**src/rtl/fsk_demod_pkg.sv**
```systemverilog
// Shared types and constants for the FSK demodulator front-end sequencer.
// Holds the sequencer state encoding, the mode codes and the per-mode symbol mask.
package fsk_demod_pkg;

  localparam int unsigned SymW = 4;
  localparam int unsigned AdcW = 18;

  typedef enum logic [1:0] {
    StSearch,
    StAcq,
    StCorr,
    StEmit
  } state_e;

  localparam logic [1:0] Mode16 = 2'd0;
  localparam logic [1:0] Mode8  = 2'd1;
  localparam logic [1:0] Mode4  = 2'd2;
  localparam logic [1:0] Mode2  = 2'd3;

  // Bits of the correlator index that carry information in each M-FSK mode.
  function automatic logic [SymW-1:0] mode_mask(input logic [1:0] mode);
    logic [SymW-1:0] m;
    m = '0;
    unique case (mode)
      Mode16: m = 4'hF;
      Mode8:  m = 4'h7;
      Mode4:  m = 4'h3;
      Mode2:  m = 4'h1;
      default: m = 4'hF;
    endcase
    return m;
  endfunction

endpackage

```
**src/rtl/fsk_sync_detector.sv**
```systemverilog
// Run-length sync detector: pulses sync_hit on the sample that completes a run of
// SYNC_COUNT_REQUIRED consecutive samples strictly above SYNC_THRESHOLD.
module fsk_sync_detector
  import fsk_demod_pkg::*;
#(
  parameter int          SYNC_THRESHOLD      = 1,
  parameter int unsigned SYNC_COUNT_REQUIRED = 8
) (
  input  logic            clk,
  input  logic            reset,
  input  logic            active,
  input  logic [AdcW-1:0] adc_in_sin,
  output logic            sync_hit
);

  localparam int unsigned RunW = $clog2(SYNC_COUNT_REQUIRED + 1);
  localparam logic signed [AdcW-1:0] Thr = AdcW'(SYNC_THRESHOLD);

  logic [RunW-1:0] run_q, run_d;
  logic            high;

  assign high     = $signed(adc_in_sin) > Thr;
  assign sync_hit = active && high && (run_q == RunW'(SYNC_COUNT_REQUIRED - 1));

  // The run restarts after a hit so a long sync burst cannot re-trigger immediately.
  always_comb begin
    run_d = '0;
    if (active && high && !sync_hit) begin
      run_d = run_q + 1'b1;
    end
  end

  always_ff @(posedge clk) begin
    if (reset) begin
      run_q <= '0;
    end else begin
      run_q <= run_d;
    end
  end

endmodule

```
**src/rtl/fsk_demod_sequencer.sv**
```systemverilog
// Front-end controller for the FSK correlator: finds sync, frames symbol windows,
// drives sample writes and correlation, and hands decisions out on a valid/ready port.
module fsk_demod_sequencer
  import fsk_demod_pkg::*;
#(
  parameter int unsigned N                   = 99,
  parameter int unsigned IDX_W               = 7,
  parameter int          SYNC_THRESHOLD      = 1,
  parameter int unsigned SYNC_COUNT_REQUIRED = 8,
  parameter int unsigned SYMS_PER_FRAME      = 16,
  parameter int unsigned CORR_TIMEOUT        = 1024
) (
  input  logic             clk,
  input  logic             reset,
  input  logic             enable,
  input  logic [1:0]       mode,
  input  logic [AdcW-1:0]  adc_in_sin,
  output logic             sample_en,
  output logic [IDX_W-1:0] sample_idx,
  output logic             corr_start,
  input  logic             corr_done,
  input  logic [SymW-1:0]  corr_symbol,
  input  logic             corr_energy_ok,
  output logic             sym_valid,
  input  logic             sym_ready,
  output logic [SymW-1:0]  sym_data,
  output logic             sym_erasure,
  output logic             frame_active,
  output logic             frame_done,
  output logic             err_timeout,
  output logic             err_overflow
);

  localparam int unsigned WaitW = $clog2(CORR_TIMEOUT);
  localparam int unsigned CntW  = $clog2(SYMS_PER_FRAME + 1);

  state_e          state_q, state_d;
  logic [IDX_W-1:0] idx_q, idx_d;
  logic [WaitW-1:0] wait_q, wait_d;
  logic [CntW-1:0]  cnt_q, cnt_d;
  logic [1:0]       mode_q, mode_d;
  logic [SymW-1:0]  last_good_q, last_good_d;
  logic [SymW-1:0]  cap_sym_q, cap_sym_d;
  logic             cap_ok_q, cap_ok_d;
  logic             out_valid_q, out_valid_d;
  logic [SymW-1:0]  out_data_q, out_data_d;
  logic             out_era_q, out_era_d;
  logic             frame_done_q, frame_done_d;
  logic             err_timeout_q, err_timeout_d;
  logic             err_overflow_q, err_overflow_d;
  logic             sync_hit;
  logic [SymW-1:0]  emit_sym;

  fsk_sync_detector #(
    .SYNC_THRESHOLD      (SYNC_THRESHOLD),
    .SYNC_COUNT_REQUIRED (SYNC_COUNT_REQUIRED)
  ) u_sync (
    .clk        (clk),
    .reset      (reset),
    .active     (enable && (state_q == StSearch)),
    .adc_in_sin (adc_in_sin),
    .sync_hit   (sync_hit)
  );

  // Low-energy decisions repeat the last good symbol and are flagged as erasures.
  assign emit_sym = cap_ok_q ? (cap_sym_q & mode_mask(mode_q)) : last_good_q;

  always_comb begin
    state_d        = state_q;
    idx_d          = idx_q;
    wait_d         = wait_q;
    cnt_d          = cnt_q;
    mode_d         = mode_q;
    last_good_d    = last_good_q;
    cap_sym_d      = cap_sym_q;
    cap_ok_d       = cap_ok_q;
    out_valid_d    = out_valid_q;
    out_data_d     = out_data_q;
    out_era_d      = out_era_q;
    frame_done_d   = 1'b0;
    err_timeout_d  = err_timeout_q;
    err_overflow_d = err_overflow_q;

    if (out_valid_q && sym_ready) begin
      out_valid_d = 1'b0;
    end

    if (!enable) begin
      state_d = StSearch;
      idx_d   = '0;
      wait_d  = '0;
    end else begin
      unique case (state_q)
        StSearch: begin
          if (sync_hit) begin
            mode_d  = mode;
            cnt_d   = '0;
            idx_d   = '0;
            state_d = StAcq;
          end
        end
        StAcq: begin
          if (idx_q == IDX_W'(N - 1)) begin
            idx_d   = '0;
            wait_d  = '0;
            state_d = StCorr;
          end else begin
            idx_d = idx_q + 1'b1;
          end
        end
        StCorr: begin
          if (corr_done) begin
            cap_sym_d = corr_symbol;
            cap_ok_d  = corr_energy_ok;
            wait_d    = '0;
            state_d   = StEmit;
          end else if (wait_q == WaitW'(CORR_TIMEOUT - 1)) begin
            err_timeout_d = 1'b1;
            wait_d        = '0;
            state_d       = StSearch;
          end else begin
            wait_d = wait_q + 1'b1;
          end
        end
        StEmit: begin
          if (cap_ok_q) begin
            last_good_d = emit_sym;
          end
          if (!out_valid_q || sym_ready) begin
            out_valid_d = 1'b1;
            out_data_d  = emit_sym;
            out_era_d   = !cap_ok_q;
          end else begin
            err_overflow_d = 1'b1;
          end
          cnt_d = cnt_q + 1'b1;
          if (cnt_q == CntW'(SYMS_PER_FRAME - 1)) begin
            frame_done_d = 1'b1;
            state_d      = StSearch;
          end else begin
            state_d = StAcq;
          end
        end
        default: state_d = StSearch;
      endcase
    end
  end

  always_ff @(posedge clk) begin
    if (reset) begin
      state_q        <= StSearch;
      idx_q          <= '0;
      wait_q         <= '0;
      cnt_q          <= '0;
      mode_q         <= '0;
      last_good_q    <= '0;
      cap_sym_q      <= '0;
      cap_ok_q       <= 1'b0;
      out_valid_q    <= 1'b0;
      out_data_q     <= '0;
      out_era_q      <= 1'b0;
      frame_done_q   <= 1'b0;
      err_timeout_q  <= 1'b0;
      err_overflow_q <= 1'b0;
    end else begin
      state_q        <= state_d;
      idx_q          <= idx_d;
      wait_q         <= wait_d;
      cnt_q          <= cnt_d;
      mode_q         <= mode_d;
      last_good_q    <= last_good_d;
      cap_sym_q      <= cap_sym_d;
      cap_ok_q       <= cap_ok_d;
      out_valid_q    <= out_valid_d;
      out_data_q     <= out_data_d;
      out_era_q      <= out_era_d;
      frame_done_q   <= frame_done_d;
      err_timeout_q  <= err_timeout_d;
      err_overflow_q <= err_overflow_d;
    end
  end

  assign sample_en    = enable && (state_q == StAcq);
  assign sample_idx   = idx_q;
  assign corr_start   = enable && (state_q == StCorr) && (wait_q == '0);
  assign frame_active = state_q != StSearch;
  assign frame_done   = frame_done_q;
  assign sym_valid    = out_valid_q;
  assign sym_data     = out_data_q;
  assign sym_erasure  = out_era_q;
  assign err_timeout  = err_timeout_q;
  assign err_overflow = err_overflow_q;

endmodule

```
**config.mk**
```make
export PLATFORM = sky130hd
export DESIGN_NAME = fsk_demod_sequencer
export DESIGN_NICKNAME = d
export VERILOG_FILES = /design/src/rtl/fsk_demod_pkg.sv /design/src/rtl/fsk_sync_detector.sv /design/src/rtl/fsk_demod_sequencer.sv
export SDC_FILE = /design/constraint.sdc
export NUM_CORES = 1
export LEC_CHECK = 0
export CORE_MARGIN = 4
export CORE_UTILIZATION = 55
export CTS_CLUSTER_DIAMETER = 150
export CTS_CLUSTER_SIZE = 16
export DETAILED_ROUTE_END_ITERATION = 8
export PLACE_DENSITY = 0.92
export SLEW_MARGIN = 20
export SYNTH_ARGS = -nofsm -noshare
export SYNTH_HDL_FRONTEND = slang
export SYNTH_SLANG_ARGS = --single-unit
```
**constraint.sdc**
```tcl
create_clock -name clk -period 2.5 [get_ports clk]
set_input_delay 0.5 -clock clk [delete_from_list [all_inputs] [get_ports clk]]
set_output_delay 0.5 -clock clk [all_outputs]
set_load 0.02 [all_outputs]
```
==> results.json, run 1 <==
{
  "grt_setup_unrepaired": "no",
  "drc_errors": 0,
  "synth_cells": 263,
  "synth_cell_types": 55,
  "hold_viol": 0,
  "die_h_um": 73.3,
  "port_buffers": 47,
  "ys.flop_type": "dfxtp_1",
  "slew_headroom_pct": 69.7,
  "cp-end-kind": "output port",
  "synth-edff-count": 0,
  "holdCritPathClass": "flip-flop to flip-flop",
  "cts_resized": 1,
  "synthesis.area_um2": 2350,
  "antenna_found_initial": 0,
  "drv_cap": 0,
  "grt_pass1_wl_um": 9380,
  "period_share_pct": 96.1,
  "grt_overflow": 0,
  "ys_seq_area_share_pct": 40.9,
  "critPathLaunchType": "input pin",
  "drive_gt1_share_pct": 9.21,
  "start_util_pct": 57.9,
  "fin_area_um2": 3010,
  "cts_sinks": 48,
  "io-pin-count": 49,
  "cts_tree": "built",
  "grt_max_degree": 29,
  "worstMarginPinSlew_ns": 0.453,
  "ys_ff_latch": 48,
  "nFillCells": 287,
  "finish.net_count": 351,
  "finalClockSkew_ns": 0.0101,
  "cts-root-buf": "clkbuf_8",
  "track_usage_pct": 21.9,
  "ys_warn_count": 0,
  "cp_max_fo": 7,
  "fp-row-count": 23,
  "die_area_um2": 5380,
  "setup_viol": 0,
  "htreeDepth": 2,
  "p_leak_nw": 1.09,
  "max-clock-path-buffers": 2,
  "cts-buffers-inserted": 5,
  "clkTransAtPathRegs_ns": 0.08,
  "worstPathArrival_ns": 1.90,
  "totalWireLength_um": 5610,
  "worst-setup-path-type": "input pin to output port",
  "finalCriticalPeriod_ns": 2.40,
  "first_iter_violations": 205,
  "required_ns": 2.00,
  "postSynthNetCount": 300,
  "status": "complete, no violations",
  "antenna_cells": 0,
  "syn_avg_cell_area_um2": 8.93,
  "ant_nets": 0,
  "place_area_um2": 2880,
  "place_congestion": 0.838,
  "die_w_um": 73.3,
  "clock_latency_ns": 0.30,
  "dr.pass1.iters": 4,
  "core-area_um2": 4060,
  "irDropWorstVdd_mv": 0.268,
  "syn_to_final_growth_pct": 28.1,
  "holdBufCountCts": 0,
  "grt_pass1_vias": 2128,
  "p_total_mw": 1.44,
  "async_reset_ff_share_pct": 0,
  "max_freq_mhz": 416,
  "wire_per_inst_um": 15.4,
  "postCtsSetupRepairBufs": 0,
  "num_vias": 2207,
  "p_per_area_nw_per_um2": 479,
  "dp_hpwl_um": 4180,
  "slew_violations": 0,
  "via_per_inst": 6.05
}
power breakdown:
part	total [mW]	switching (mW)	internal (mW)
clock	0.605	0.252	0.353
sequential	0.765	0.000591	0.765
combinational	0.0713	0.0257	0.0456
total	1.44	0.278	1.16
cells in the final DEF, fill, tap and decap left out, types with 4 or more instances in the layout:
cell             count
a211oi_1             6
a21oi_1             15
a31oi_1             10
a41oi_1              4
and3_1               5
and4_1               4
buf_4                9
clkbuf_8             7
clkdlybuf4s50_1     46
dfxtp_1             48
ha_1                 7
inv_1                6
mux2i_1              8
nand2_1             16
nand3_1             17
nand3b_1             4
nand4_1              4
nor2_1              23
nor2b_1              6
nor3_1               6
nor4_1               7
o21ai_0              9
worst paths after layout:
| kind | start | endpoint | slack, ns | cells past startpoint |
|---|---|---|---|---|
| setup / recovery | enable | sample_en | 0.1 | 4 |
| hold / removal | u_sync.run_q[0] | u_sync.run_q[0] | 0.46 | 1 |
| setup reg to reg | sample_idx[1] | wait_q[4] | 0.76 | 5 |
| hold reg to reg | u_sync.run_q[0] | u_sync.run_q[0] | 0.46 | 1 |
worst max-delay path, cell delays in order:
cell and delay [ns]:
clkdlybuf4s50_1 0.51, buf_4 0.16, and2_1 0.14, clkdlybuf4s50_1 0.60
cell usage after synthesis (all sizes together), types with 3 or more instances:
| cell type | count | area [µm²] |
|---|---|---|
| dfxtp | 48 | 961 |
| nor2 | 23 | 86.3 |
| a21oi | 17 | 92.6 |
| nand3 | 17 | 85.1 |
| nand2 | 16 | 60.1 |
| a31oi | 11 | 75.1 |
| o21ai | 10 | 53.8 |
| buf | 8 | 50.0 |
| mux2i | 8 | 80.1 |
| ha | 7 | 87.6 |
| nor3 | 7 | 40.0 |
| nor4 | 7 | 43.8 |
| a211oi | 6 | 45.0 |
| inv | 6 | 22.5 |
| nor2b | 6 | 37.5 |
| and3 | 5 | 31.3 |
| nand4 | 5 | 37.5 |
| a41oi | 4 | 35.0 |
| and2 | 4 | 27.5 |
| and4 | 4 | 35.0 |
| clkbuf | 4 | 15.0 |
| nand2b | 4 | 27.5 |
| nand3b | 4 | 30.0 |
| a311oi | 3 | 26.3 |
| o21a | 3 | 22.5 |
| xnor2 | 3 | 26.3 |
| xor2 | 3 | 26.3 |
per-stage QoR:
stage | setup TNS [ns] | worst slack (ns) | hold slack, ns | instances | utilization (%)
final | 0 | 0.0964 | 0.457 | 365 | 74.2
after global routing | 0 | 0.0167 | 0.489 | 365 | 74.2
after CTS | 0 | 0.0896 | 0.460 | 365 | 74.2
after detailed placement | -0.146 | -0.146 | 0.447 | 357 | 71.1
after global placement | -0.136 | -0.136 | 0.435 | 357 | 71.1
after floorplan | 0 | 0.805 | 0.418 | 263 | -
per-layer routing:
layer  vias up  routed length (µm)  GRT usage, %
met5         -                   0             0
met4         0                  51          6.24
met3         6                 368          5.06
met2        81                2870          39.1
met1      1043                2310          25.9
li1       1077                   -             -
kinds of logic after synthesis:
| kind of cell | Yosys count | synth area share (%) |
|---|---|---|
| flops | 48 | 40.9 |
| mux | 9 | 3.89 |
| xor+xnor | 6 | 2.24 |
| compound gates | 62 | 17.7 |
| simple gates | 113 | 27.8 |
| buf+inv | 18 | 3.73 |
| fa+ha+maj | 7 | 3.73 |
cell type report:
cell class / instances / area (µm²) / share of cell area (%)
clock inverters: 1 / 30.0 / 0.998
clock buffers: 7 / 96.3 / 3.20
flip-flops and latches: 48 / 961 / 31.9
well taps: 50 / 62.6 / 2.08
multi-input cells: 197 / 1300 / 43.2
repair buffers: 56 / 537 / 17.8
inverters: 6 / 22.5 / 0.748
state kept, by name, summed over array words and instances, names as in the netlist:
signal        count
wait_q           10
sym_data          4
mode_q            2
cap_ok_q          1
cnt_q             5
err_overflow      1
state_q           2
sample_idx        7
last_good_q       4
err_timeout       1
cap_sym_q         4
sym_erasure       1
frame_done        1
u_sync.run_q      4
sym_valid         1
Note: power is estimated with default switching activity, not from simulation.
==> inputs of run 2 (changes only) <==
CORE_UTILIZATION = 57   (was 55)
CTS_BUF_LIST = sky130_fd_sc_hd__clkbuf_4 sky130_fd_sc_hd__clkbuf_8   (was default)
PLACE_DENSITY = 0.95   (was 0.92)
==> run 2 against run 1 <==
Via count is 0.68% higher. Die area is 3.1% lower. Setup slack better by 0.015 ns. Combinational power hardly changed. First-iteration DRC count is 3.4% lower. Clock power is 7.6% higher. Sequential share of layout area is 0.053 points higher. Count of clock-buffer cells in the layout is 2 lower. Final cell count is 0.55% lower. Utilization is 0.94 points higher. Critical endpoint unchanged. Largest cell class unchanged.
==> results.json, run 2 (synthesis results as in run 1) <==
{
  "status": "complete, no violations",
  "grt_setup_unrepaired": "no",
  "cts-root-buf": "clkbuf_8",
  "final_common_cell": "dfxtp_1",
  "drv_cap": 0,
  "track_usage_pct": 23.1,
  "final_cell_mix": "48 x dfxtp_1, 46 x clkdlybuf4s50_1, 23 x nor2_1",
  "setup_viol": 0,
  "io-pin-count": 49,
  "p_per_area_nw_per_um2": 495,
  "place_area_um2": 2880,
  "worst-setup-path-type": "input pin to output port",
  "max_stage_delay_ns": 0.59,
  "die_area_um2": 5210,
  "critPathLaunchType": "input pin",
  "cp_max_fo": 7,
  "p_comb_share_pct": 4.8,
  "cts_resized": 1,
  "required_ns": 2.00,
  "r2r_start": "wait_q[0]",
  "fin_area_um2": 3000,
  "syn_to_final_growth_pct": 27.9,
  "die_w_um": 72.2,
  "die_h_um": 72.2,
  "slew_headroom_pct": 70.5,
  "hold_ws_ns": 0.453,
  "slowest_stage": "clkdlybuf4s50_1",
  "wire_per_inst_um": 15.5,
  "dr.pass1.iters": 4,
  "grt_pass1_vias": 2226,
  "holdCritPathClass": "flip-flop to flip-flop",
  "grt_max_degree": 28,
  "via_per_inst": 6.12,
  "antenna_cells": 0,
  "cts_sinks": 48,
  "core-area_um2": 4000,
  "max_freq_mhz": 419,
  "largest_reg_flops": 10,
  "dp_hpwl_um": 4010,
  "cts-buffers-inserted": 5,
  "dp_cells": 356,
  "p_int_mw": 1.20,
  "instances_no_fill": 363,
  "drc_errors": 0,
  "finalCriticalPeriod_ns": 2.39,
  "fp-row-count": 23,
  "grt_overflow": 0,
  "use_met1_pct": 26.8,
  "met2_usage_pct": 41.1,
  "worstPathArrival_ns": 1.89,
  "p_sw_share_pct": 19.1,
  "start_util_pct": 58.7,
  "switching_power_uw": 284,
  "p_leak_nw": 1.08,
  "postCtsSetupRepairBufs": 0,
  "ant_nets": 0,
  "period_share_pct": 95.5,
  "drive_gt1_share_pct": 8.63,
  "irDropWorstVdd_mv": 0.312,
  "startpoint": "enable",
  "first_iter_violations": 198,
  "holdBufCountCts": 0,
  "setup_slack_ns": 0.112,
  "finish.net_count": 350,
  "clkTransAtPathRegs_ns": 0.08,
  "clock_latency_ns": 0.30,
  "max-clock-path-buffers": 2,
  "hold_viol": 0,
  "htreeDepth": 2,
  "cpMostUsedCell": "clkdlybuf4s50_1",
  "grt_pass1_wl_um": 9630,
  "worstMarginPinSlew_ns": 0.442,
  "nFillCells": 272,
  "dp_slack_ns": -0.0987,
  "regMostFlops": "wait_q",
  "min_from": "u_sync.run_q[0]",
  "cts_tree": "built",
  "cp-end-kind": "output port",
  "utilization_pct": 75.1,
  "port_buffers": 47,
  "p_clk_share_pct": 43.8,
  "place_congestion": 0.899,
  "slew_violations": 0,
  "busiest_layer": "met2",
  "totalWireLength_um": 5640,
  "crit_chain": "clkdlybuf4s50_1, buf_4, and2_1, clkdlybuf4s50_1",
  "finalClockSkew_ns": 0.00301,
  "seqPwrFrac_pct": 51.4,
  "antenna_found_initial": 0,
  "grtUsageMet3_pct": 4.57,
  "num_vias": 2222
}
[run 2: per-layer routing]
| metal | share of wire, % | wire [µm] | vias up |
|---|---|---|---|
| li1 | - | - | 1075 |
| met1 | 42 | 2350 | 1053 |
| met2 | 50 | 2840 | 79 |
| met3 | 5.8 | 329 | 15 |
| met4 | 2.0 | 112 | 0 |
| met5 | 0 | 0 | - |
[run 2: worst max-delay path, delay by kind of cell]
family,cells,cell delay [ns]
AND/OR/NAND/NOR,1,0.12
buffers and inverters,3,1.26
[run 2: path summary, 6_finish.rpt]
path | endpoint | slack, ns | cells after the start
worst max register to register | state_q[1] | 0.71 | 5
worst max-delay path | sample_en | 0.11 | 4
worst min register to register | u_sync.run_q[0] | 0.45 | 1
worst min-delay path | u_sync.run_q[0] | 0.45 | 1
[run 2: layout make-up]
cell class                      count  area (µm²)  area share [%]
Tap cell                           50        62.6            2.08
Timing Repair Buffer               55         529            17.6
Sequential cell                    48         961            32.0
Clock buffer                        5        68.8            2.29
Clock inverter                      2        60.1            2.00
Multi-Input combinational cell    197        1300            43.3
Inverter                            6        22.5           0.750
[run 2: power by group through the flow]
stage	logic, mW	clock network, mW	registers (mW)
2_1_floorplan	0.0172	0	0.783
3_3_place_gp	0.0697	0	0.783
3_5_place_dp	0.0708	0	0.783
4_1_cts	0.0712	0.656	0.765
5_1_grt	0.0758	0.686	0.766
6_report	0.0715	0.651	0.765
[run 2: through the flow]
step	TNS (ns)	total power, mW
2_1_floorplan	0	0.800
3_3_place_gp	-0.107	0.853
4_1_cts	0	1.49
6_report	0	1.49
5_1_grt	0	1.53
3_5_place_dp	-0.0987	0.854
==> inputs of run 3 (changes only) <==
CORE_MARGIN = 5   (was 4)
==> run 3 against run 2 <==
Via count is 1.1% higher. Combinational power increased by 2%. Utilization shrank 0.59 points. Sequential power about the same. Count of clock-buffer cells in the layout increased by 2.
==> results.json, run 3 (synthesis results as in run 1) <==
{
  "status": "complete, no violations",
  "setup_tns_ns": 0,
  "die_h_um": 74.2,
  "ant_nets": 0,
  "htreeDepth": 2,
  "clkTransAtPathRegs_ns": 0.08,
  "hold_viol": 0,
  "nFillCells": 267,
  "holdCritPathClass": "flip-flop to flip-flop",
  "grt_pass1_wl_um": 9520,
  "instances_no_fill": 365,
  "port_buffers": 47,
  "cts-buffers-inserted": 5,
  "dp_cells": 357,
  "utilization_pct": 74.5,
  "setup_viol": 0,
  "syn_to_final_growth_pct": 26.9,
  "start_util_pct": 58.7,
  "core-area_um2": 4000,
  "fp-row-count": 23,
  "p_total_mw": 1.32,
  "finalCriticalPeriod_ns": 2.39,
  "dr.pass1.iters": 4,
  "largest_reg_flops": 10,
  "period_share_pct": 95.4,
  "cts_tree": "built",
  "whs_path_depth": 1,
  "finalClockSkew_ns": 0.00753,
  "required_ns": 2.00,
  "slew_violations": 0,
  "regMostFlops": "wait_q",
  "worstMarginPinSlew_ns": 0.426,
  "cts-root-buf": "clkbuf_8",
  "worstPathArrival_ns": 1.89,
  "final_common_cell": "dfxtp_1",
  "finish.net_count": 351,
  "cp_max_fo": 7,
  "drive_gt1_share_pct": 9.21,
  "wire_per_inst_um": 15.6,
  "place_congestion": 0.839,
  "drc_errors": 0,
  "slew_headroom_pct": 71.6,
  "max-clock-path-buffers": 2,
  "die_w_um": 74.2,
  "seqPwrFrac_pct": 57.8,
  "switching_power_uw": 277,
  "p_int_mw": 1.05,
  "p_per_area_nw_per_um2": 444,
  "num_vias": 2246,
  "max_freq_mhz": 419,
  "drv_cap": 0,
  "via_per_inst": 6.15,
  "grt_setup_unrepaired": "no",
  "irDropWorstVdd_mv": 0.330,
  "p_comb_share_pct": 5.5,
  "totalWireLength_um": 5700,
  "worst-setup-path-type": "input pin to output port",
  "place_area_um2": 2880,
  "holdBufCountCts": 0,
  "p_leak_nw": 1.07,
  "fin_area_um2": 2980,
  "critPathLaunchType": "input pin",
  "track_usage_pct": 22.0,
  "final_cell_mix": "48 x dfxtp_1, 46 x clkdlybuf4s50_1, 23 x nor2_1",
  "p_sw_share_pct": 20.9,
  "grt_max_degree": 28,
  "first_iter_violations": 164,
  "die_area_um2": 5500,
  "clock_latency_ns": 0.30,
  "io-pin-count": 49,
  "antenna_found_initial": 0,
  "grt_overflow": 0,
  "dp_hpwl_um": 4210,
  "grt_pass1_vias": 2141,
  "p_clk_share_pct": 36.7,
  "worst-r2r-cell-count": 5,
  "cts_sinks": 48,
  "antenna_cells": 0,
  "cp-end-kind": "output port"
}
## run 3: cell types whose count changed in the layout (fill, tap and decap cells not counted), sizes merged
cell and delta:
buf +1, clkinvlp +1, bufinv -2, clkbuf +2
## run 3: metal layers
metal  track usage [%]  routed length [µm]  vias up  part of all wire (%)
met5                 0                   0        -                     0
met4              8.65                  96        0                   1.7
met3              6.49                 453       16                   7.9
met2              37.9                2870      119                    50
met1              25.7                2290     1037                    40
li1                  -                   -     1074                     -
## run 3: area by class of cell
| class | count | area (µm²) | area share, % |
|---|---|---|---|
| Tap cell | 50 | 62.6 | 2.10 |
| Clock buffer | 7 | 90.1 | 3.02 |
| Clock inverter | 1 | 7.51 | 0.252 |
| Timing Repair Buffer | 56 | 537 | 18.0 |
| Multi-Input combinational cell | 197 | 1300 | 43.6 |
| Sequential cell | 48 | 961 | 32.2 |
| Inverter | 6 | 22.5 | 0.756 |
## run 3: stage by stage
step	worst slack, ns	hold slack, ns
after floorplan	0.805	0.418
after global placement	-0.106	0.432
after detailed placement	-0.146	0.447
after CTS	0.111	0.466
after global routing	0.0393	0.502
final	0.114	0.457
## run 3: power by group through the flow
stage	logic (mW)	clock network (mW)	registers [mW]
6_report	0.0731	0.486	0.765
5_1_grt	0.0783	0.519	0.766
4_1_cts	0.0729	0.491	0.765
3_5_place_dp	0.0725	0	0.783
3_3_place_gp	0.0713	0	0.783
2_1_floorplan	0.0172	0	0.783
## run 3: worst paths after layout
kind,from,end,slack (ns)
max,enable,sample_en,0.11
min,u_sync.run_q[0],u_sync.run_q[0],0.46
max reg2reg,state_q[0],sym_data[1],0.72
min reg2reg,u_sync.run_q[0],u_sync.run_q[0],0.46
## run 3: worst max-delay path, cell delays in order
cell and delay [ns]:
clkdlybuf4s50_1 0.50, buf_4 0.16, and2_1 0.12, clkdlybuf4s50_1 0.60
## run 3: repair_timing
action                     CTS  global route
resized for setup            1             0
setup buffers                0             0
setup endpoints to repair    1             0
